`config.mk`:
```
export PLATFORM = sky130hd
export DESIGN_NAME = mean_block_sched
export DESIGN_NICKNAME = d
export VERILOG_FILES = /design/src/rtl/mean_sched_pkg.sv /design/src/rtl/mean_res_fifo.sv /design/src/rtl/mean_block_sched.sv
export SDC_FILE = /design/constraint.sdc
export NUM_CORES = 1
export LEC_CHECK = 0
export CORE_MARGIN = 1.5
export CORE_UTILIZATION = 40
export DETAILED_ROUTE_END_ITERATION = 10
export GPL_TIMING_DRIVEN = 0
export HOLD_SLACK_MARGIN = 0.12
export SLEW_MARGIN = 20
export SYNTH_ARGS = -nofsm -noshare
export SYNTH_HDL_FRONTEND = slang
export SYNTH_HIERARCHICAL = 1
export SYNTH_SLANG_ARGS = --single-unit
```
`constraint.sdc`:
```
create_clock -name clk -period 6.05 [get_ports clk]
set_clock_uncertainty 0.05 [all_clocks]
set_input_delay 0.9075 -clock clk [delete_from_list [all_inputs] [get_ports clk]]
set_output_delay 0.9075 -clock clk [all_outputs]
set_load 0.1 [all_outputs]
```
`src/rtl/mean_sched_pkg.sv`:
```
// Shared types and constants for the mean_unit block scheduler.
// Holds the FSM state encoding, the default result record and the watchdog limit.
package mean_sched_pkg;

    typedef enum logic [1:0] {
        IDLE,
        ARM,
        STREAM,
        WAIT
    } state_t;

    localparam int RES_MEAN_W = 8;
    localparam int RES_IDX_W  = 12;

    typedef struct packed {
        logic [RES_MEAN_W-1:0] mean;
        logic [RES_IDX_W-1:0]  idx;
        logic                  last;
    } res_t;

    localparam int TIMEOUT_CYCLES = 1024;

endpackage

```
`src/rtl/mean_res_fifo.sv`:
```
// Synchronous result FIFO; DEPTH must be a power of two (>= 2).
// Push while full is accepted when a pop happens in the same cycle.
module mean_res_fifo
    import mean_sched_pkg::*;
#(
    parameter int  DEPTH = 4,
    parameter type T     = res_t,
    localparam int AW    = (DEPTH > 1) ? $clog2(DEPTH) : 1,
    localparam int CW    = $clog2(DEPTH + 1)
) (
    input  logic          clk,
    input  logic          rst,
    input  logic          push_i,
    input  T              din_i,
    input  logic          pop_i,
    output T              dout_o,
    output logic          full_o,
    output logic          empty_o,
    output logic [CW-1:0] count_o
);

    T              mem_q [DEPTH];
    logic [AW-1:0] wr_q;
    logic [AW-1:0] rd_q;
    logic [CW-1:0] cnt_q;
    logic          do_push;
    logic          do_pop;

    assign full_o  = (cnt_q == CW'(DEPTH));
    assign empty_o = (cnt_q == '0);
    assign count_o = cnt_q;
    assign dout_o  = mem_q[rd_q];
    assign do_pop  = pop_i & ~empty_o;
    assign do_push = push_i & (~full_o | pop_i);

    always_ff @(posedge clk) begin
        if (do_push) mem_q[wr_q] <= din_i;
    end

    always_ff @(posedge clk) begin
        if (rst) begin
            wr_q  <= '0;
            rd_q  <= '0;
            cnt_q <= '0;
        end else begin
            if (do_push) wr_q <= wr_q + 1'b1;
            if (do_pop)  rd_q <= rd_q + 1'b1;
            unique case ({do_push, do_pop})
                2'b10:   cnt_q <= cnt_q + 1'b1;
                2'b01:   cnt_q <= cnt_q - 1'b1;
                default: cnt_q <= cnt_q;
            endcase
        end
    end

endmodule

```
`src/rtl/mean_block_sched.sv`:
```
// Cuts a frame into blocks, drives a mean_unit and queues per-block means.
// Define MEAN_SCHED_TIMEOUT_EN to add a watchdog on the WAIT state.
module mean_block_sched
    import mean_sched_pkg::*;
#(
    parameter int DATA_WIDTH = 8,
    parameter int LEN_WIDTH  = 16,
    parameter int IDX_WIDTH  = 12,
    parameter int RES_DEPTH  = 4
) (
    input  logic                  clk,
    input  logic                  rst,
    input  logic [LEN_WIDTH-1:0]  cfg_block_len,
    input  logic [IDX_WIDTH-1:0]  cfg_num_blocks,
    input  logic                  s_sof,
    input  logic                  s_valid,
    input  logic [DATA_WIDTH-1:0] s_data,
    output logic                  s_ready,
    output logic                  mu_start,
    output logic                  mu_en,
    output logic [DATA_WIDTH-1:0] mu_data,
    output logic [LEN_WIDTH-1:0]  mu_total,
    input  logic [DATA_WIDTH-1:0] mu_mean,
    input  logic                  mu_ready,
    output logic                  m_valid,
    output logic [DATA_WIDTH-1:0] m_mean,
    output logic [IDX_WIDTH-1:0]  m_idx,
    output logic                  m_last,
    input  logic                  m_ready,
    output logic                  busy,
    output logic                  err
);

    localparam int CW = $clog2(RES_DEPTH + 1);

    typedef struct packed {
        logic [DATA_WIDTH-1:0] mean;
        logic [IDX_WIDTH-1:0]  idx;
        logic                  last;
    } blk_res_t;

    state_t                state_q, state_d;
    logic [LEN_WIDTH-1:0]  len_q, len_d;
    logic [LEN_WIDTH-1:0]  cnt_q, cnt_d;
    logic [IDX_WIDTH-1:0]  nblk_q, nblk_d;
    logic [IDX_WIDTH-1:0]  idx_q, idx_d;
    logic                  skid_v_q, skid_v_d;
    logic [DATA_WIDTH-1:0] skid_q, skid_d;
    logic                  sofp_q, sofp_d;
    logic                  err_q, err_d;
    logic                  start_q, start_d;
    logic                  en_q, en_d;
    logic [DATA_WIDTH-1:0] data_q, data_d;

    blk_res_t              push_res, pop_res, out_res;
    logic                  push, pop, full, empty;
    logic [CW-1:0]         fifo_cnt;
    logic                  sready_c, tmo, cfg_ok, last_blk, slot_free;

    assign pop       = m_ready & ~empty;
    assign slot_free = ~full | pop;
    assign cfg_ok    = (cfg_block_len != '0) && (cfg_num_blocks != '0);
    assign last_blk  = (idx_q == nblk_q - 1'b1);

`ifdef MEAN_SCHED_TIMEOUT_EN
    logic [15:0] wd_q;
    always_ff @(posedge clk) begin
        if (rst) wd_q <= '0;
        else if (state_q == WAIT && state_d == WAIT) wd_q <= wd_q + 16'd1;
        else wd_q <= '0;
    end
    assign tmo = (state_q == WAIT) && (wd_q == 16'(TIMEOUT_CYCLES - 1));
`else
    assign tmo = 1'b0;
`endif

    always_comb begin
        state_d  = state_q;
        len_d    = len_q;
        cnt_d    = cnt_q;
        nblk_d   = nblk_q;
        idx_d    = idx_q;
        skid_v_d = skid_v_q;
        skid_d   = skid_q;
        sofp_d   = sofp_q;
        err_d    = err_q;
        start_d  = 1'b0;
        en_d     = 1'b0;
        data_d   = data_q;
        sready_c = 1'b0;
        push     = 1'b0;
        push_res = '{mean: mu_mean, idx: idx_q, last: last_blk};
        if (mu_ready && state_q != WAIT) err_d = 1'b1;
        unique case (state_q)
            IDLE: begin
                sready_c = 1'b1;
                if (s_valid && s_sof) begin
                    if (cfg_ok) begin
                        len_d    = cfg_block_len;
                        nblk_d   = cfg_num_blocks;
                        idx_d    = '0;
                        skid_v_d = 1'b1;
                        skid_d   = s_data;
                        sofp_d   = 1'b0;
                        state_d  = ARM;
                    end else begin
                        err_d = 1'b1;
                    end
                end
            end
            ARM: begin
                if (slot_free) begin
                    start_d = 1'b1;
                    cnt_d   = '0;
                    state_d = STREAM;
                end
            end
            STREAM: begin
                // The skid sample is issued first, so new input waits a cycle.
                sready_c = ~skid_v_q;
                if (s_valid && sready_c && s_sof && !sofp_q) begin
                    err_d    = 1'b1;
                    len_d    = cfg_block_len;
                    nblk_d   = cfg_num_blocks;
                    idx_d    = '0;
                    skid_v_d = cfg_ok;
                    skid_d   = s_data;
                    sofp_d   = 1'b0;
                    state_d  = cfg_ok ? ARM : IDLE;
                end else if (skid_v_q || s_valid) begin
                    en_d     = 1'b1;
                    data_d   = skid_v_q ? skid_q : s_data;
                    skid_v_d = 1'b0;
                    sofp_d   = 1'b0;
                    cnt_d    = cnt_q + 1'b1;
                    if (cnt_q == len_q - 1'b1) state_d = WAIT;
                end
            end
            WAIT: begin
                // SOF here is not accepted yet; let STREAM take it as frame start.
                if (s_valid && s_sof) begin
                    err_d    = 1'b1;
                    len_d    = cfg_block_len;
                    nblk_d   = cfg_num_blocks;
                    idx_d    = '0;
                    skid_v_d = 1'b0;
                    sofp_d   = cfg_ok;
                    state_d  = cfg_ok ? ARM : IDLE;
                end else if (mu_ready || tmo) begin
                    push = 1'b1;
                    if (!mu_ready) begin
                        err_d         = 1'b1;
                        push_res.mean = '0;
                    end
                    if (last_blk) begin
                        state_d = IDLE;
                    end else begin
                        idx_d   = idx_q + 1'b1;
                        state_d = ARM;
                    end
                end
            end
            default: state_d = IDLE;
        endcase
    end

    always_ff @(posedge clk) begin
        if (rst) begin
            state_q  <= IDLE;
            len_q    <= '0;
            cnt_q    <= '0;
            nblk_q   <= '0;
            idx_q    <= '0;
            skid_v_q <= 1'b0;
            skid_q   <= '0;
            sofp_q   <= 1'b0;
            err_q    <= 1'b0;
            start_q  <= 1'b0;
            en_q     <= 1'b0;
            data_q   <= '0;
        end else begin
            state_q  <= state_d;
            len_q    <= len_d;
            cnt_q    <= cnt_d;
            nblk_q   <= nblk_d;
            idx_q    <= idx_d;
            skid_v_q <= skid_v_d;
            skid_q   <= skid_d;
            sofp_q   <= sofp_d;
            err_q    <= err_d;
            start_q  <= start_d;
            en_q     <= en_d;
            data_q   <= data_d;
        end
    end

    mean_res_fifo #(
        .DEPTH (RES_DEPTH),
        .T     (blk_res_t)
    ) u_fifo (
        .clk     (clk),
        .rst     (rst),
        .push_i  (push),
        .din_i   (push_res),
        .pop_i   (pop),
        .dout_o  (pop_res),
        .full_o  (full),
        .empty_o (empty),
        .count_o (fifo_cnt)
    );

    assign out_res  = empty ? '0 : pop_res;
    assign s_ready  = sready_c & ~rst;
    assign mu_start = start_q;
    assign mu_en    = en_q;
    assign mu_data  = data_q;
    assign mu_total = len_q;
    assign m_valid  = ~empty;
    assign m_mean   = out_res.mean;
    assign m_idx    = out_res.idx;
    assign m_last   = out_res.last;
    assign busy     = (state_q != IDLE) || (fifo_cnt != '0);
    assign err      = err_q;

endmodule
```
Yosys cells after proc, flatten, opt, wreduce, memory -nomap -nowiden
Memory sizes are Yosys's and may differ from the RTL's. A register that Yosys moved wholly into a read port is not among the register bits.
Cells that the tools add are included.
{"block": "classes", "n_eq_ne": 20, "n_bitwise": 12, "reduce_logical": 28, "mux": 66, "addsub": 8}
{"op": "two-way mux 12 bit", "n": 10}
{"op": "two-way mux 16 bit", "n": 7}
{"op": "one-hot mux 12 bit (3 select lines)", "n": 2}
{"op": "one-hot mux 16 bit (3 select lines)", "n": 1}
{"op": "two-way mux 8 bit", "n": 4}
{"op": "one-hot mux 16 bit (2 select lines)", "n": 1}
{"op": "two-way mux 1 bit", "n": 23}
{"op": "two-way mux 21 bit", "n": 1}
{"op": "two-way mux 2 bit", "n": 10}
{"op": "adder 16 x 1 -> 16 bit (second input constant)", "n": 1}
{"op": "equality test 16 bit", "n": 1}
{"op": "inequality test 2 bit (second input constant)", "n": 8}
{"op": "one-hot mux 8 bit (2 select lines)", "n": 1}
{"op": "nonzero test 16 bit", "n": 1}
{"op": "subtractor 16 x 1 -> 16 bit (second input constant)", "n": 1}
{"op": "adder 12 x 1 -> 12 bit (second input constant)", "n": 1}
{"op": "equality test 12 bit", "n": 1}
{"op": "inequality test 3 bit (second input constant)", "n": 4}
{"op": "AND reduction 6 bit", "n": 2}
{"op": "nonzero test 12 bit", "n": 1}
{"op": "subtractor 12 x 1 -> 12 bit (second input constant)", "n": 1}
{"op": "AND reduction 5 bit", "n": 2}
{"op": "one-hot mux 1 bit (3 select lines)", "n": 3}
{"op": "one-hot mux 2 bit (4 select lines)", "n": 1}
{"op": "22 further kinds", "n": 46}
{"block": "totals", "ramBits": 84, "n_memories": 1, "register_bits": 86, "elab_cells": 150, "out_inout_bits": 51, "input_bits": 50}
{"memory": "u_fifo.mem_q", "depth": 4, "word_bits": 21, "read_ports": 1, "rd_clocked_by_memory_dff": 1, "wr": 1, "line": "mean_res_fifo.sv:22", "text": "T mem_q [DEPTH];"}

Depth between registers and ports, before layout
Gate-level depths: netlist (run 1).
{"block": "depth", "depth_word": 7, "depth_mapped": 12, "depth_no_buf": 11}

Hierarchy
The synthesis (run 1) kept the hierarchy.
{"module": "mean_block_sched", "cells_per_inst": 566, "area_per_inst_um2": 4712.0, "seq_area_each_um2": 1581.5, "instances": 1}
{"module": "mean_res_fifo", "cells_per_inst": 163, "area_per_inst_um2": 3515.9, "seq_area_each_um2": 2702.6, "instances": 1}

Least setup slack after synthesis (run 1)
No wires, ideal clock.
{"block": "synth_timing", "path_type": "in2out", "startpoint": "input rst", "endpoint": "output s_ready", "path_stages": 3, "arrival_ns": 3.512, "slack_ns": 1.580, "t_required_ns": 5.092, "path_cell_list": "clkbuf_1 clkbuf_1 a211oi_1"}
{"block": "synth_via", "elab_chain_cells": 2}
{"element": "start: declaration", "line": "mean_block_sched.sv:12", "text": "input logic rst,"}
{"element": "inverter 1 bit", "line": "mean_block_sched.sv:213", "text": "assign s_ready = sready_c & ~rst;"}
{"element": "AND 1 bit", "line": "mean_block_sched.sv:213"}
{"element": "end: declaration", "line": "mean_block_sched.sv:18", "text": "output logic s_ready,"}
Every way passes these cells.

Worst setup path in the final report (run 1)
{"block": "layout_timing", "startpoint": "register u_fifo.cnt_q[1], in the netlist u_fifo/count_o[1]", "endpoint": "output m_idx[9]"}
{"block": "layout_via", "elab_chain_cells": 2}
{"element": "start: declaration", "line": "mean_res_fifo.sv:25", "text": "logic [CW-1:0] cnt_q;"}
{"element": "start signal: assignment", "line": "mean_res_fifo.sv:49", "text": "2'b10: cnt_q <= cnt_q + 1'b1;"}
{"element": "start signal: assignment", "line": "mean_res_fifo.sv:50", "text": "2'b01: cnt_q <= cnt_q - 1'b1;"}
{"element": "start signal: assignment", "line": "mean_res_fifo.sv:51", "text": "default: cnt_q <= cnt_q;"}
{"element": "zero test 3 bit", "line": "mean_res_fifo.sv:30", "text": "assign empty_o = (cnt_q == '0);"}
{"element": "net empty", "line": "mean_block_sched.sv:56", "text": "logic push, pop, full, empty;"}
{"element": "two-way mux 21 bit", "line": "mean_block_sched.sv:212", "text": "assign out_res = empty ? '0 : pop_res;"}
{"element": "end: declaration", "line": "mean_block_sched.sv:27", "text": "output logic [IDX_WIDTH-1:0] m_idx,"}
The timed path passes the listed nets, and every way through them passes these cells.

==> flow_metrics.tcl, run 1 <==
set metrics [dict create \
    hold_viol_final 0 \
    synth_area_um2 8230 \
    dp_hpwl_mm 14.1 \
    syn_to_final_growth_pct 23.7 \
    fp.dieW_um 146 \
    dieArea_um2 21400 \
    grt_pass1_vias 6001 \
    drcViolationCount 0 \
    drv_slew 0 \
    postCtsSetupBuffers 0 \
    rows 52 \
    clk_pin_slew_ps 70 \
    vias 6153 \
    cts_buffers 17 \
    setup_viol 0 \
    maxCapViolations 0 \
    finalNetCount 907 \
    root_buffer "clkbuf_16" \
    ios 101 \
    powerDensity_nw_per_um2 333 \
    core-area_um2 20200 \
    yosysUniqueCellTypes 77 \
    synth_commonest_cells "nor2_1 (94), dfxtp_1 (88), edfxtp_1 (84)" \
    place_congestion 0.849 \
    grt_pass1_wl_mm 31.9 \
    die_h_um 146 \
    hp-class "flip-flop to flip-flop" \
    grt_util_met2_pct 30.5 \
    placed_area_um2 9560 \
    ant_nets 0 \
    drt_iter0_markers 362 \
    worstSetupPathType "flip-flop to output pin" \
    synth.most_common_cell "nor2_1" \
    cp-start-kind "flip-flop" \
    insertion_delay_ps 430 \
    synth_top_area_cell "edfxtp_1" \
    grtUsageTotal_pct 18.8 \
    synth.yosys.seq_area_share_pct 52.1 \
    synth_edf_count 84 \
    synth_top_cell_area_share_pct 30.7 \
    crit_path_end_kind "output pin" \
    rsz0062_at_grt "false" \
    synthArstFlopShare_pct 0 \
    busiest_layer "met2" \
    overflow 0 \
    synth.area.top_cells "edfxtp_1 (31%), dfxtp_1 (21%), mux2i_1 (5.8%), mux4_2 (5.7%), nor2_1 (4.3%)" \
    antenna_found_initial 0 \
    synth_warnings 6 \
    use_met3_pct 4.50 \
    total_power_mw 3.39 \
    grt_max_degree 22 \
    viasPerCell 5.45 \
    stdcell_area_um2 10200 \
    critPathArrivalTime_ps 3060 \
    avgSynthCellArea_um2 11.3 \
    drt_first_pass_iters 5 \
    ys.flop_type "dfxtp_1" \
    slew_headroom_pct 30.4 \
    synthesis.nets 789 \
    fin_crit_ps 4020 \
    cts_tree "yes" \
    diodes 0 \
    io_buffers 99 \
    cp.required_ps 5090 \
    status "finished clean" \
    post-route-util_pct 50.3 \
    initial_utilization_pct 40.7 \
    hold_buffers 0 \
    synthCells 729 \
    wirelength_mm 19.8 \
    leakagePower_nw 3.47 \
    whs_ps 449 \
    ys_ff_latch 172 \
    cts.sinks 172 \
    peakVddDrop_mv 0.236 \
    critical_path_peak_fanout 10 \
    drive_above_1_share_pct 10.1 \
    met1_usage_pct 25.2 \
    fin_crit_sh_pct 66.5 \
    final.setup.tns_ps 0 \
    wl_per_cell_um 17.5 \
    cts_buffer_depth 2 \
    max_freq_ghz 0.249 \
    htreeDepth 4 \
    cts.repair.resized 0 \
    worstMarginPinSlew_ps 1040 \
]
-- state kept, by name (all words and copies together) (netlist names), named ones only --
register / cells
u_fifo/mem_q: 84
cnt_q: 16
mu_total: 16
idx_q: 12
nblk_q: 12
mu_data: 8
skid_q: 8
u_fifo/count_o: 3
state_q: 2
u_fifo/rd_q: 2
u_fifo/wr_q: 2
err: 1
mu_en: 1
mu_start: 1
skid_v_q: 1
sofp_q: 1
-- layout make-up --
class | instances | area, um2
Fill cell | 1811 | 10100
Clock inverter | 15 | 194
Tap cell | 270 | 338
Multi-Input combinational cell | 503 | 3720
Timing Repair Buffer | 99 | 991
Inverter | 21 | 78.8
Buffer | 33 | 144
Clock buffer | 17 | 425
Sequential cell | 172 | 4280
-- metal layers --
| layer | share of wire [%] | vias up | wire length (um) |
|---|---|---|---|
| met5 | 0 | - | 0 |
| met1 | 46 | 3018 | 9160 |
| met4 | 0.85 | 0 | 169 |
| li1 | - | 2927 | - |
| met3 | 5.7 | 16 | 1120 |
| met2 | 47 | 192 | 9320 |
-- cells in the final DEF (no fill, tap or decap), types with 7 or more instances in the layout --
cell type and count:
nor2b_1 26, clkbuf_1 23, ha_1 9, nor4_1 12
a21oi_1 19, and3_1 11, clkbuf_16 17, xnor2_1 25
inv_1 21, edfxtp_1 84, xor2_1 24, mux4_2 21
a211oi_1 12, o21ai_0 16, nand2_1 36, nand3_1 15
mux2i_1 48, nor2_1 94, dfxtp_1 88, o31ai_1 7
nor3_1 17, clkdlybuf4s50_1 99
-- stage by stage --
step / instances / setup slack (ps)
floorplan: 729 / 1580
global placement: 1098 / 2220
detailed placement: 1098 / 2200
CTS: 1130 / 1870
global route: 1130 / 1810
finish: 1130 / 2030
-- report_power, final --
| part | switching, mW | internal, mW |
|---|---|---|
| Combinational | 0.629 | 0.313 |
| Clock | 0.528 | 0.599 |
| Sequential | 0.0546 | 1.27 |
| Total | 1.21 | 2.18 |
-- worst paths after layout --
check                    startpoint           endpoint  slack [ps]  depth (start not counted)
setup / recovery  u_fifo/count_o[1]           m_idx[9]        2030                          4
hold / removal                  err                err         450                          2
setup reg to reg         state_q[1]  u_fifo/count_o[2]        2750                         12
hold reg to reg                 err                err         450                          2
-- logic make-up after synthesis --
logic type      synth area share (%)
simple gates                    17.2
flops                           52.1
compound gates                  8.90
mux                             12.3
buf+inv                         2.71
xor+xnor                        5.22
fa+ha+maj                       1.61
-- critical path: stages, from the launching register on --
cell             delay (ps)
dfxtp_1                 370
nor3_1                  700
clkbuf_1                450
nor2b_1                 130
clkdlybuf4s50_1         990
Note: power is estimated with default switching activity, not from simulation.
==> inputs of run 2 (changes only) <==
==> constraint.sdc (replaced) <==
create_clock -name clk -period 3.65 [get_ports clk]
set_clock_uncertainty 0.05 [all_clocks]
set_input_delay 0.5475 -clock clk [delete_from_list [all_inputs] [get_ports clk]]
set_output_delay 0.5475 -clock clk [all_outputs]
set_load 0.1 [all_outputs]
==> flow_metrics.tcl, run 2 (same netlist as run 1, synthesis figures left out) <==
set metrics [dict create \
    status "finished clean" \
    die_h_um 146 \
    syn_to_final_growth_pct 23.5 \
    htreeDepth 4 \
    fillers 1808 \
    top_register "u_fifo/mem_q" \
    vias 6072 \
    fin_crit_sh_pct 93.8 \
    slew_headroom_pct 30.6 \
    maxCapViolations 0 \
    wl_per_cell_um 17.1 \
    clk_pin_slew_ps 70 \
    rsz0062_at_grt "false" \
    cts_tree "yes" \
    crit_chain "nor3_2, clkbuf_1, nor2b_1, clkdlybuf4s50_1" \
    ios 101 \
    crit_buf_inv 2 \
    final.setup.tns_ps 0 \
    finalNetCount 907 \
    critPathArrivalTime_ps 2830 \
    root_buffer "clkbuf_16" \
    crit_path_end_kind "output pin" \
    instances_no_fill 1130 \
    drcViolationCount 0 \
    crit_slowest_cell "clkdlybuf4s50_1" \
    overflow 0 \
    grt_pass1_wl_mm 31.3 \
    leakagePower_nw 3.47 \
    layout_commonest_cell "clkdlybuf4s50_1" \
    io_buffers 99 \
    place_congestion 0.856 \
    cp-start-kind "flip-flop" \
    final_cell_mix "clkdlybuf4s50_1 (99), nor2_1 (94), dfxtp_1 (88)" \
    critPathTopFamily "buffers and inverters" \
    whs_ps 445 \
    fin_crit_ps 3420 \
    slowest_delay_ps 990 \
    cts_buffer_depth 2 \
    worstSetupPathType "flip-flop to output pin" \
    worstHoldPathCells 2 \
    grt_pass1_vias 5956 \
    drv_slew 0 \
    cp.required_ps 3050 \
    max_freq_ghz 0.292 \
    worstMarginPinSlew_ps 1040 \
    placed_cells 1098 \
    drt_iter0_markers 406 \
    drive_above_1_share_pct 10.3 \
    postCtsSetupBuffers 0 \
    dieArea_um2 21400 \
    hold_viol_final 0 \
    initial_utilization_pct 40.7 \
    drt_first_pass_iters 6 \
    insertion_delay_ps 430 \
    antenna_found_initial 0 \
    multi_input_area_um2 3730 \
    hold_buffers 0 \
    grt_max_degree 22 \
    dp_hpwl_mm 13.9 \
    path_depth 4 \
    fp.dieW_um 146 \
    powerDensity_nw_per_um2 545 \
    grtUsageTotal_pct 18.5 \
    r2r-end "u_fifo/count_o[2]" \
    critical_path_peak_fanout 10 \
    reg2reg_depth 12 \
    hp-class "flip-flop to flip-flop" \
    cts.repair.resized 1 \
    setup_viol 0 \
    viasPerCell 5.37 \
    rows 52 \
    cts_buffers 17 \
    wirelength_mm 19.3 \
    diodes 0 \
    hold_start "err" \
    largest_reg_flops 84 \
    ant_nets 0 \
    rrSetupSlack_ps 260 \
    core-area_um2 20200 \
    cts.sinks 172 \
    crit_start "u_fifo/count_o[1]" \
    regToRegStartpoint "state_q[1]" \
    min_to "err" \
    seq_area_um2 4280 \
    peakVddDrop_mv 0.376 \
]
-- run 2: cell count changes in the layout (fill, tap and decap cells not counted), sizes merged --
cell	before	now
clkinv	6	7
bufinv	1	0
-- run 2: per-layer routing --
| layer | vias up | global-route usage, % | share of wire, % |
|---|---|---|---|
| met5 | - | 0 | 0 |
| met4 | 0 | 5.45 | 1.8 |
| met3 | 33 | 4.38 | 5.6 |
| met2 | 196 | 29.9 | 46 |
| met1 | 2920 | 24.7 | 47 |
| li1 | 2923 | - | - |
-- run 2: cell type report --
cell class	instances	share of cell area, %
sequential	172	42.2
multi-input combinational	503	36.7
timing repair buffer	99	9.75
clock buffer	17	4.19
tap	270	3.32
clock inverter	15	1.69
buffer	33	1.42
inverter	21	0.776
-- run 2: worst min-delay path: stages (launching register included) --
cell	delay [ps]
dfxtp_1	330
a211oi_1	50
nor2_1	80
-- run 2: worst max-delay path by stage --
stage / endpoint
floorplan: state_q[0]
global placement: idx_q[2]
detailed placement: u_fifo/count_o[2]
CTS: m_idx[0]
global route: u_fifo/count_o[2]
finish: m_idx[2]
-- run 2: metrics by stage --
stage	setup slack, ps	instance area (um2)	utilization, %	power [mW]
after global placement	270	9560	47.3	3.75
after CTS	123	10200	50.2	5.58
after global routing	14.8	10200	50.2	5.78
after detailed placement	44.1	9560	47.3	3.79
final	227	10200	50.2	5.54
after floorplan	503	8230	-	3.40
-- run 2: power breakdown --
part           leakage, nW  internal [mW]  total [mW]  switching [mW]
logic                 1.65          0.520        1.56            1.04
clock network        0.290          0.923        1.79           0.864
registers             1.52           2.10        2.19          0.0880
total                 3.47           3.55        5.54            2.00
